**src/rtl/comparator_pkg.sv**
```systemverilog
// comparator_pkg: FSM state encoding and {lt,eq,gt} result codes for the serial comparator
package comparator_pkg;
  typedef enum logic [1:0] {
    IDLE    = 2'd0,
    COMPARE = 2'd1,
    DONE    = 2'd2
  } state_t;
  typedef logic [2:0] res_t;
  localparam res_t RES_NONE = 3'b000;
  localparam res_t RES_LT   = 3'b100;
  localparam res_t RES_EQ   = 3'b010;
  localparam res_t RES_GT   = 3'b001;
endpackage

```
**src/rtl/serial_cmp_cell.sv**
```systemverilog
// serial_cmp_cell: sticky lt/eq/gt decision flops; clear arms "equal so far", first differing enabled bit decides
module serial_cmp_cell
  import comparator_pkg::*;
(
  input  logic clk,
  input  logic reset,
  input  logic clear,
  input  logic en,
  input  logic a_bit,
  input  logic b_bit,
  output logic lt,
  output logic eq,
  output logic gt
);
  res_t res;
  always_ff @(posedge clk or posedge reset)
    if (reset) res <= RES_NONE;
    else if (clear) res <= RES_EQ;
    else if (en && res == RES_EQ && a_bit != b_bit) res <= a_bit ? RES_GT : RES_LT;
  assign {lt, eq, gt} = res;
endmodule

```
**src/rtl/serial_unsigned_comparator.sv**
```systemverilog
// serial_unsigned_comparator: MSB-first bit-serial unsigned compare of A vs B with done pulse
// Define EARLY_EXIT_EN to finish on the first differing bit instead of always consuming WIDTH bits.
module serial_unsigned_comparator
  import comparator_pkg::*;
#(
  parameter int WIDTH = 32,
  parameter int CNT_W = $clog2(WIDTH + 1)
) (
  input  logic             clk,
  input  logic             reset,
  input  logic             start,
  input  logic             bit_valid,
  input  logic             a_bit,
  input  logic             b_bit,
  output logic             busy,
  output logic             done,
  output logic             lt,
  output logic             eq,
  output logic             gt,
  output logic [CNT_W-1:0] bits_used
);
  state_t state;
  logic clear, take, last;
  assign clear = state == IDLE && start;
  assign take  = state == COMPARE && bit_valid;
`ifdef EARLY_EXIT_EN
  assign last = take && (bits_used == CNT_W'(WIDTH - 1) || (eq && a_bit != b_bit));
`else
  assign last = take && bits_used == CNT_W'(WIDTH - 1);
`endif
  serial_cmp_cell u_cell (
    .clk   (clk),
    .reset (reset),
    .clear (clear),
    .en    (take),
    .a_bit (a_bit),
    .b_bit (b_bit),
    .lt    (lt),
    .eq    (eq),
    .gt    (gt)
  );
  always_ff @(posedge clk or posedge reset)
    if (reset) begin
      state     <= IDLE;
      busy      <= 1'b0;
      done      <= 1'b0;
      bits_used <= '0;
    end else begin
      state     <= clear ? COMPARE : last ? DONE : state == DONE ? IDLE : state;
      busy      <= clear || (state == COMPARE && !last);
      done      <= last;
      bits_used <= clear ? '0 : take ? bits_used + CNT_W'(1) : bits_used;
    end
endmodule

```
**config.mk**
```make
export PLATFORM = sky130hd
export DESIGN_NAME = serial_unsigned_comparator
export DESIGN_NICKNAME = d
export VERILOG_FILES = /design/src/rtl/comparator_pkg.sv /design/src/rtl/serial_cmp_cell.sv /design/src/rtl/serial_unsigned_comparator.sv
export SDC_FILE = /design/constraint.sdc
export NUM_CORES = 1
export LEC_CHECK = 0
export ABC_AREA = 1
export CORE_AREA = 2 2 39 41
export CTS_BUF_LIST = sky130_fd_sc_hd__clkbuf_2
export CTS_CLUSTER_DIAMETER = 120
export DETAILED_ROUTE_END_ITERATION = 6
export DIE_AREA = 0 0 41 43
export PLACE_DENSITY = 0.81
export SETUP_SLACK_MARGIN = 0.4
export SYNTH_ARGS = -nofsm -noshare
export SYNTH_HDL_FRONTEND = slang
export SYNTH_SLANG_ARGS = --single-unit
```
**constraint.sdc**
```tcl
create_clock -name clk -period 2.7 [get_ports clk]
set_input_delay 0.54 -clock clk [delete_from_list [all_inputs] [get_ports clk]]
set_output_delay 0.54 -clock clk [all_outputs]
set_load 0.02 [all_outputs]
```
## Yosys cells after proc, flatten, opt, wreduce, memory -nomap -nowiden

Cells that the tools add are included.

| cells by class | value |
|---|---|
| eq/ne operators | 5 |
| div/mod/pow operators | 0 |
| $mul | 0 |
| $lt $le $gt $ge | 0 |
| shift-type cells | 0 |
| reductions and logical operators | 12 |
| add/sub/neg operators | 1 |
| muxes and demuxes | 8 |
| bitwise operators | 0 |

Operator list:

| kind | number |
|---|---|
| $mux W6 | 2 |
| $mux W3 | 3 |
| $add A6 B1 Y6 const B | 1 |
| $eq A6 B5 Y1 const B | 1 |
| $logic_and A1 B1 Y1 | 6 |
| $mux W2 | 3 |
| $reduce_bool A2 Y1 | 2 |
| $eq A3 B2 Y1 const B | 1 |
| $reduce_bool A3 Y1 | 1 |
| $eq A2 B1 Y1 const B | 1 |
| $eq A2 B2 Y1 const B | 1 |
| $logic_not A2 Y1 | 1 |
| $logic_not A1 Y1 | 1 |
| $logic_or A1 B1 Y1 | 1 |
| $ne A1 B1 Y1 | 1 |

| storage, ports and cells | value |
|---|---|
| register bits after elaboration | 13 |
| latch bits | 0 |
| output and inout bits | 11 |
| memory bits (writable) | 0 |
| bits of input ports | 6 |
| memory bits (read-only) | 0 |
| memories | 0 |

## Logic depth before layout (Yosys ltp)

| logic depth | value |
|---|---|
| word-level depth | 6 |
| gate-level depth with buffers | 7 |

## Cells and area by module

A second synthesis with hierarchy kept.

| second synthesis, totals | value |
|---|---|
| cell total of the unflattened synthesis | 75 |
| area, all modules | 638.1 µm² |

By module, submodules not included:

| module | area an instance (µm²) | instances | cells an instance | seq. area each (µm²) |
|---|---|---|---|---|
| serial_unsigned_comparator | 478.0 | 1 | 51 | 250.2 |
| serial_cmp_cell | 160.2 | 1 | 24 | 75.1 |

## Least setup slack after synthesis

OpenSTA, ideal clock, no wires.

| timing | value |
|---|---|
| path type | register to register |
| start | register bits_used[1] |
| end | register state[0] |
| path slack | 1.478 ns |
| clock period less this slack | 1.222 ns |
| stages on the path, launching flop included | 7 |
| buffers on the path | 0 |
| arrival time | 1.097 ns |
| cell sequence | dfrtp_1 > ha_1 > nand3_1 > nor2_4 > nand2_2 > inv_2 > a21oi_1 |

| on the way | value |
|---|---|
| word-level cells in the longest chain between the ends | 4 |
| elaborated cells on any way between the ends | 5 |
| those cells by class | eq/ne (1); mux (2); reduce/logical (2) |

RTL lines:

| item | RTL line | RTL |
|---|---|---|
| start, declared | serial_unsigned_comparator.sv:20 | `output logic [CNT_W-1:0] bits_used` |
| start signal, assigned | serial_unsigned_comparator.sv:52 | `bits_used <= clear ? '0 : take ? bits_used + CNT_W'(1) : bits_used;` |
| $eq A6 B5 Y1 * | serial_unsigned_comparator.sv:29 | `assign last = take && bits_used == CNT_W'(WIDTH - 1);` |
| $logic_and A1 B1 Y1 * | serial_unsigned_comparator.sv:29 |  |
| net last | serial_unsigned_comparator.sv:23 | `logic clear, take, last;` |
| $mux W2 (2 in series) | serial_unsigned_comparator.sv:49 | `state <= clear ? COMPARE : last ? DONE : state == DONE ? IDLE : state;` |
| end signal, assigned | serial_unsigned_comparator.sv:49 |  |
| end, declared | serial_unsigned_comparator.sv:22 | `state_t state;` |

Mark *: on every way through the listed nets, which the timed path passes. The rest lies on a longest branch.
A chain may end at the register's enable or synchronous reset.

## Worst setup path after layout

| timing | value |
|---|---|
| start | register bits_used[0] |
| end | output port bits_used[0] |

No word-level cell between the ends.

==> impl_metrics.py <==
metrics = {
    "clock_tree": {
        "root_buffer": "clkbuf_2",
        "cts_setup_buffers": 0,
        "ctsHoldBuffers": 0,
        "cts_buffer_depth": 2,
        "cts_resized": 0,
        "cts_tree": "done",
        "cts-buffers-inserted": 3,
        "htree_levels": 1,
        "insertion_delay_ns": 0.26,
        "clk_pin_slew_worst_paths_ns": 0.13,
        "cts_num_sinks": 13,
    },
    "setup_path": {
        "worstPathRequired_ns": 2.16,
        "cp_slowest_stage_delay_ns": 0.63,
        "crit_type": "flop to output port",
        "path_cells": "clkdlybuf4s50_1",
        "cp_slowest_cell": "clkdlybuf4s50_1",
        "cp.arrival_ns": 1.33,
        "crit_fanout": 4,
        "critical-path-top-delay-family": "buffers and inverters",
        "start_kind": "flop",
        "crit_buf_inv": 1,
        "cp-end-kind": "output port",
    },
    "sta": {
        "period_minus_slack_ns": 1.87,
        "hold-worst-slack_ns": 0.531,
        "period_share": 0.692,
        "hold_violations": 0,
        "fin_setup_tns_ns": 0,
        "drv_slew": 0,
        "rsz0062_at_grt": "no",
        "clock_skew_ns": 0.00954,
        "final-setup-viol-count": 0,
        "fmax_mhz": 535,
        "worst_pin_slew_ns": 0.485,
        "slew_headroom": 0.676,
    },
    "floorplan": {
        "rows": 14,
        "die_w_um": 41,
        "core_um2": 1380,
        "die_area_um2": 1760,
        "initial_core_util": 0.462,
        "die_h_um": 43,
        "io_pins": 17,
    },
    "drt": {
        "postRouteAntennaNets": 0,
        "drt_iter0_drc": 5,
        "finalWirelength_mm": 1.20,
        "vias": 533,
        "vias_per_cell": 5.03,
        "drc": 0,
        "drt_pass1_iterations": 6,
        "wire_per_inst_um": 11.3,
    },
    "run_status": {
        "status": "complete, no violations",
    },
    "min_path": {
        "hp-class": "flop to flop",
    },
    "finish": {
        "area_growth_pct": 29.5,
        "antenna_cells": 0,
        "num-fill-cells": 129,
        "layout.nets": 98,
        "drive_above_1_share": 0.144,
    },
    "power": {
        "peakVddDrop_v": 0.000274,
        "leakage_nw": 0.433,
        "powerDensity_nw_per_um2": 373,
        "power_uw": 309,
    },
    "synth": {
        "syn_area_um2": 639,
        "synth_top_area_frac": 0.509,
        "synth_cell_types": 19,
        "syn_inst": 71,
        "ys_top_cells_by_area": "dfrtp_1, nand2_1, inv_1",
        "synth_area_leader_cell": "dfrtp_1",
        "synth-seq-area-share": 0.509,
        "synth_nets": 78,
        "yosysWarnings": 0,
        "synth.avg_cell_area_um2": 9.01,
        "ys_ff_latch": 13,
    },
    "job": {
        "maxCapViolCount": 0,
    },
    "placement": {
        "io_buffers": 16,
        "gp_congestion": 0.811,
        "detailed_place_hpwl_um": 922,
    },
    "grt": {
        "grt_pass1_wl_mm": 2.06,
        "grt_start_max_net_pins": 14,
        "grt_antenna_before_repair": 0,
        "grt_pass1_vias": 497,
        "grt-ovfl-total": 0,
        "grt_usage": 0.175,
    },
}
## Yosys cell counts, drive strengths merged
master and count:
dfrtp 13, inv 11, nand2 11, nor2 11
nand3 9, o21ai 7, a21oi 3, nor3 2
buf 1, ha 1, nor3b 1, xor2 1
## cells in the final DEF, fill, tap and decap left out
cell type,count
a21oi_1,3
nor3_1,2
nand3_1,6
nand3_2,3
ha_1,1
o21ai_2,1
nor2_4,1
nor2_8,1
xor2_1,1
clkbuf_2,4
dfrtp_1,13
o21ai_0,5
nor3b_1,1
o21ai_1,1
inv_1,9
nand2_2,1
nand2_1,10
inv_2,2
nor2_1,9
clkdlybuf4s50_1,16
## per-stage QoR
stage | cells | instance area, um2 | setup slack [ns] | util
floorplan | 71 | 639 | 1.48 | -
global placement | 102 | 808 | 0.810 | 0.584
detailed placement | 102 | 808 | 0.717 | 0.584
CTS | 106 | 828 | 0.829 | 0.599
global route | 106 | 828 | 0.741 | 0.599
finish | 106 | 828 | 0.831 | 0.599
## per-layer routing
layer,share of wire,vias to the layer above,global-route usage
li1,-,265,-
met1,0.42,255,0.207
met2,0.53,11,0.269
met3,0.034,2,0.0471
met4,0.017,0,0.100
met5,0,-,0
## final timing paths
kind | from | slack, ns | endpoint | cells after the start
worst max-delay path | bits_used[0] | 0.83 | bits_used[0] | 1
max in group asynchronous | reset | 1.79 | state[0] | 2
worst min register to register | u_cell.res[1] | 0.53 | u_cell.res[1] | 2
worst max register to register | state[1] | 1.31 | u_cell.res[2] | 6
worst min-delay path | u_cell.res[1] | 0.53 | u_cell.res[1] | 2
min in group asynchronous | reset | 0.57 | bits_used[5] | 2
## area by class of cell
type	instances	area (um2)	share of cell area
multi-input combinational	46	262	0.316
inverter	11	41.3	0.0498
timing repair buffer	16	160	0.193
tap	16	20.0	0.0242
sequential	13	325	0.393
clock buffer	4	20.0	0.0242
## power by group
group	switching (mW)	internal (mW)	leakage (nW)
sequential	0	0.195	0.161
combinational	0.00681	0.00730	0.255
clock	0.0605	0.0393	0.0166
total	0.0673	0.241	0.433
## registers in the layout, summed over array words and instances, names as in the netlist
signal	count
bits_used	6
u_cell.res	3
state	2
busy	1
done	1
## kinds of logic (layout without fill, tap and decap cells)
kind of cell | Yosys count | in the layout | share of synthesized area
DFF | 13 | 13 | 0.509
adders and majority gates | 1 | 1 | 0.0196
AOI/OAI and AO/OA | 10 | 10 | 0.0841
buffers and inverters | 12 | 31 | 0.0822
xor gates and xnor gates | 1 | 1 | 0.0137
and+or+nand+nor | 34 | 34 | 0.292
No activity file was read; power rests on OpenSTA's default activity.
